`src/rtl/inst_fetch_resp.sv`:
```
// Instruction fetch responder: a one-entry 64-bit packet buffer in front of a
// 32-bit backing memory, refilled two words at a time on a miss.
module inst_fetch_resp #(
  parameter logic [31:0] NOP_WORD = 32'h0000_0013
) (
  input  logic        clk,
  input  logic        rst,
  input  logic [31:0] fetch_addr,
  output logic [63:0] fetch_data,
  output logic        fetch_stall,
  input  logic        flush,
  input  logic        inv,
  output logic        mem_req,
  output logic [31:0] mem_addr,
  input  logic [31:0] mem_rdata,
  input  logic        mem_ack
);

  typedef enum logic [1:0] {
    IDLE = 2'd0,
    RD0  = 2'd1,
    RD1  = 2'd2
  } state_e;

  state_e      state_q, state_d;
  logic        buf_valid_q, buf_valid_d;
  logic [28:0] buf_tag_q, buf_tag_d;
  logic [63:0] buf_data_q, buf_data_d;
  logic        mem_req_q, mem_req_d;
  logic [31:0] mem_addr_q, mem_addr_d;
  logic [28:0] miss_tag_q, miss_tag_d;
  logic        drop_q, drop_d;
  logic [31:0] word0_q, word0_d;

  logic hit;
  logic ack;
  logic unused_addr_bits;

  assign unused_addr_bits = ^fetch_addr[2:0];

  assign hit         = buf_valid_q && (buf_tag_q == fetch_addr[31:3]);
  assign fetch_data  = hit ? buf_data_q : {NOP_WORD, NOP_WORD};
  assign fetch_stall = !hit;

  // Memory handshake: mem_req/mem_addr are held until a cycle with mem_ack=1,
  // which completes the read with mem_rdata; mem_ack is ignored while mem_req=0.
  assign ack      = mem_ack && mem_req_q;
  assign mem_req  = mem_req_q;
  assign mem_addr = mem_addr_q;

  always_ff @(posedge clk) begin
    if (rst) begin
      state_q     <= IDLE;
      buf_valid_q <= 1'b0;
      buf_tag_q   <= '0;
      buf_data_q  <= '0;
      mem_req_q   <= 1'b0;
      mem_addr_q  <= '0;
      miss_tag_q  <= '0;
      drop_q      <= 1'b0;
      word0_q     <= '0;
    end else begin
      state_q     <= state_d;
      buf_valid_q <= buf_valid_d;
      buf_tag_q   <= buf_tag_d;
      buf_data_q  <= buf_data_d;
      mem_req_q   <= mem_req_d;
      mem_addr_q  <= mem_addr_d;
      miss_tag_q  <= miss_tag_d;
      drop_q      <= drop_d;
      word0_q     <= word0_d;
    end
  end

  always_comb begin
    state_d     = state_q;
    buf_valid_d = buf_valid_q;
    buf_tag_d   = buf_tag_q;
    buf_data_d  = buf_data_q;
    mem_req_d   = mem_req_q;
    mem_addr_d  = mem_addr_q;
    miss_tag_d  = miss_tag_q;
    drop_d      = drop_q;
    word0_d     = word0_q;

    case (state_q)
      IDLE: begin
        if (!hit && !flush && !inv) begin
          state_d    = RD0;
          mem_req_d  = 1'b1;
          mem_addr_d = {fetch_addr[31:3], 3'b000};
          miss_tag_d = fetch_addr[31:3];
          drop_d     = 1'b0;
        end
      end
      RD0: begin
        if (ack) begin
          word0_d = mem_rdata;
          // A redirect makes the packet useless; skip the second word.
          if (drop_q || flush) begin
            mem_req_d = 1'b0;
            state_d   = IDLE;
          end else begin
            mem_addr_d = mem_addr_q + 32'd4;
            state_d    = RD1;
          end
        end else if (flush) begin
          drop_d = 1'b1;
        end
      end
      RD1: begin
        if (ack) begin
          buf_data_d  = {word0_q, mem_rdata};
          buf_tag_d   = miss_tag_q;
          buf_valid_d = 1'b1;
          mem_req_d   = 1'b0;
          state_d     = IDLE;
        end else if (flush) begin
          drop_d = 1'b1;
        end
      end
      default: begin
        state_d   = IDLE;
        mem_req_d = 1'b0;
      end
    endcase

    // Invalidate wins over a fill landing on the same edge.
    if (inv) buf_valid_d = 1'b0;
  end

endmodule

```
`config.mk`:
```
export PLATFORM = sky130hd
export DESIGN_NAME = inst_fetch_resp
export DESIGN_NICKNAME = d
export VERILOG_FILES = /design/src/rtl/inst_fetch_resp.sv
export SDC_FILE = /design/constraint.sdc
export NUM_CORES = 1
export LEC_CHECK = 0
export ABC_AREA = 1
export ABC_CLOCK_PERIOD_IN_PS = 2000
export CELL_PAD_IN_SITES_DETAIL_PLACEMENT = 1
export CELL_PAD_IN_SITES_GLOBAL_PLACEMENT = 1
export CORE_MARGIN = 2
export CORE_UTILIZATION = 33
export CTS_BUF_LIST = sky130_fd_sc_hd__clkbuf_8 sky130_fd_sc_hd__clkbuf_16
export DETAILED_ROUTE_END_ITERATION = 7
export GPL_ROUTABILITY_DRIVEN = 0
export PLACE_DENSITY_LB_ADDON = 0.1
export SETUP_SLACK_MARGIN = 0.05
export SLEW_MARGIN = 30
export SYNTH_ARGS = -nofsm -noshare
export SYNTH_HDL_FRONTEND = slang
export SYNTH_SLANG_ARGS = --single-unit
export TNS_END_PERCENT = 5
```
`constraint.sdc`:
```
create_clock -name clk -period 2 [get_ports clk]
set_clock_uncertainty 0.2 [all_clocks]
set_input_delay 0.5 -clock clk [delete_from_list [all_inputs] [get_ports clk]]
set_output_delay 0.5 -clock clk [all_outputs]
set_load 0.01 [all_outputs]
```
==> results.py <==
metrics = {
    "logic_synthesis": {
        "ys_ff_latch": 189,
        "ys_warn_count": 0,
        "netlist_area_mm2": 0.00878,
        "async_flop_share_pct": 0,
        "synth-edff-count": 0,
        "syn_area_per_cell_um2": 6.65,
        "ys.flop_type": "dfxtp_1",
        "synth_cells": 1320,
        "synth_cell_type_count": 31,
        "yosysSeqAreaShare_pct": 43.1,
    },
    "setup_path": {
        "rr_worst_depth": 17,
        "rr_endpoint": "mem_addr[6]$_SDFFE_PP0P_",
        "crit_chain": "dlygate4sd2_1 > nand2_1 > nand2_1 > inv_1 > nand2_1 > nor2_2 > nand2_1 > nor2_2 > nand2_4 > buf_12 > buf_12 > inv_12 > nand2_2 > buf_6",
        "crit_top_cell": "nand2_1",
        "slowest_stage": "dlygate4sd2_1",
        "rrSetupSlack_ps": -340,
        "path_buf_inv": 6,
        "cp.required_ps": 1300,
        "worst-path-max-fanout": 6,
        "crit_family": "buffers and inverters",
        "crit_path_start_kind": "primary input",
        "worst_setup_path_end_kind": "output port",
        "max_stage_delay_ps": 300,
        "arrival_ps": 2090,
        "rr_startpoint": "buf_tag_q[6]$_SDFFE_PP0P_",
        "criticalPathCategory": "in -> out",
    },
    "global_route": {
        "overflow": 0,
        "grtUsageTotal_pct": 21.8,
        "grt_pass1_vias": 9266,
        "antenna_found_initial": 0,
        "grt_pass1_wl_um": 48900,
        "grt_max_degree": 66,
    },
    "worst_hold_path": {
        "hold_end": "miss_tag_q[24]$_SDFFE_PP0P_",
        "worstHoldPathCells": 3,
        "min_from": "fetch_addr[27]",
        "hold_path_class": "in -> reg",
    },
    "pwr": {
        "power_density_mw_per_mm2": 944,
        "p_clk_share_pct": 29.8,
        "power.internal_w": 0.00749,
        "power_frac_comb_pct": 31.3,
        "swShare_pct": 36.4,
        "p_seq_share_pct": 39.0,
        "p_switching_w": 0.00428,
        "ir_drop_v": 0.000540,
        "p_leak_nw": 5.12,
    },
    "drt": {
        "viasPerCell": 4.84,
        "drtIter0Drc": 488,
        "dr.pass1.iters": 6,
        "postRouteAntennaNets": 0,
        "drc": 32,
        "vias": 9250,
        "routed_wl_um": 30700,
        "wl_per_cell_um": 16.0,
    },
    "die": {
        "die_w_um": 167,
        "die_h_um": 167,
        "dieArea_mm2": 0.0279,
        "io_pins": 167,
        "rows": 59,
        "start_util_pct": 33.6,
        "core_area_mm2": 0.0261,
    },
    "sta": {
        "finalCritPeriodShare_pct": 140,
        "rsz0062_at_grt": "yes",
        "holdWs_ps": 221,
        "setup_viol": 128,
        "slew_viol_final": 0,
        "fmax_ghz": 0.358,
        "timing.final.ws_setup_ps": -790,
        "period_minus_slack_ps": 2790,
        "report.final.hold_viol_count": 0,
    },
    "clock_network": {
        "numCtsBuffers": 17,
        "cts.reportedPaths.clkPinSlew_ps": 80,
        "cts_hold_buf": 0,
        "cts_tree": "done",
        "cts.sinks": 189,
        "cts_root_buf": "clkbuf_16",
        "cts_max_path_buffers": 2,
        "clk_latency_ps": 440,
        "htreeDepth": 4,
    },
    "finish": {
        "final_nets": 1635,
        "syn2layout_area_growth_pct": 41.9,
        "layout-drive-gt1-share_pct": 24.2,
        "most-common-layout-cells": "257 x nand2_1, 183 x a21oi_1, 178 x inv_1",
        "final_util_pct": 47.7,
        "layout.cells.most_common": "nand2_1",
    },
    "placement": {
        "dp_slack_ps": -1450,
        "io_buffers": 161,
        "post-dp-hpwl_um": 21800,
    },
    "run_status": {
        "status": "finished, violations left",
        "violations": "design-rule violations, negative setup slack",
    },
    "run": {
        "max_cap_violations": 0,
    },
}
## power by group through the flow
stage,clock network [W],logic (W),registers [W]
5_1_grt,0.00376,0.00407,0.00466
2_1_floorplan,0,0.00195,0.00466
4_1_cts,0.00360,0.00366,0.00459
3_5_place_dp,0,0.00378,0.00464
3_3_place_gp,0,0.00371,0.00462
6_report,0.00350,0.00368,0.00459
## stage by stage
step	TNS [ps]	cells	cell area, µm²	total power, W
3_3_place_gp	-152760	1868	11800	0.00833
2_1_floorplan	-3830	1321	8980	0.00661
4_1_cts	-64990	1909	12500	0.0119
5_1_grt	-81050	1910	12500	0.0125
6_report	-62460	1911	12500	0.0118
3_5_place_dp	-155840	1868	11800	0.00841
## worst max-delay path by stage
stage	to	depth (start not counted)	slack, ps	startpoint
2_1_floorplan	fetch_data[21]	11	-70	fetch_addr[18]
3_3_place_gp	fetch_data[63]	13	-1420	fetch_addr[18]
6_report	fetch_data[36]	14	-790	fetch_addr[9]
3_5_place_dp	fetch_data[63]	13	-1450	fetch_addr[18]
4_1_cts	fetch_data[31]	12	-860	buf_tag_q[9]$_SDFFE_PP0P_
5_1_grt	fetch_data[36]	14	-910	buf_tag_q[17]$_SDFFE_PP0P_
## timing repair
| item | 4_1_cts | 5_1_grt |
|---|---|---|
| cloned | 5 | 0 |
| pin swaps | 5 | 14 |
| endpoints found under the hold margin | 0 | 0 |
| resized for setup | 345 | 116 |
| setup buffers | 4 | 3 |
| endpoints found under the setup margin | 159 | 131 |
## cell type report
class                   instances  area, µm²
flip-flops and latches        189       3830
fillers                      3358      13700
clock inverters                13        159
diodes                          1       2.50
well taps                     335        419
clock buffers                  19        453
inverters                     199        778
multi-input cells             854       4200
repair buffers                301       2630
## synthesized netlist by cell type, types with 2 or more instances
master / count / area share (%)
a21oi_1: 188 / 11
buf_1: 8 / 0.34
buf_2: 9 / 0.51
buf_4: 3 / 0.26
buf_6: 3 / 0.38
clkbuf_1: 56 / 2.4
dfxtp_1: 189 / 43
ha_1: 4 / 0.57
inv_1: 194 / 8.3
inv_2: 4 / 0.17
nand2_1: 269 / 11
nand2_2: 2 / 0.14
nand3_1: 77 / 4.4
nand3b_1: 7 / 0.60
nand4_1: 8 / 0.57
nor2_1: 124 / 5.3
nor3_1: 10 / 0.57
o21ai_0: 134 / 7.6
o21ai_1: 8 / 0.46
o31ai_1: 2 / 0.17
xnor2_1: 3 / 0.30
xor2_1: 9 / 0.90
## kinds of logic (layout without fill, tap and decap cells)
| kind of cell | after synthesis | after routing | share of synthesized area, % |
|---|---|---|---|
| xor+xnor | 12 | 12 | 1.20 |
| simple gates | 500 | 500 | 23.4 |
| other cells | 1 | 3 | 0.0427 |
| fa+ha+maj | 4 | 4 | 0.570 |
| compound gates | 336 | 336 | 19.3 |
| flops | 189 | 189 | 43.1 |
| buf+inv | 278 | 532 | 12.4 |
## flip-flops by register name (all words and copies together) (netlist names)
| signal | count |
|---|---|
| state_q | 2 |
| mem_addr | 30 |
| buf_data_q | 64 |
| buf_tag_q | 29 |
| miss_tag_q | 29 |
| drop_q | 1 |
| word0_q | 32 |
| mem_req | 1 |
| buf_valid_q | 1 |
## routing by layer
metal / global-route usage (%) / vias to the layer above / share of wire (%)
li1: - / 4666 / -
met2: 39.0 / 151 / 50
met3: 2.67 / 24 / 3.1
met4: 5.22 / 0 / 1.5
met1: 28.1 / 4409 / 46
met5: 0 / - / 0
## tightest hold or removal path: stages
cell	delay, ps
clkbuf_2	140
o21ai_1	90
a21oi_1	100
No activity file was read; power rests on OpenSTA's default activity.
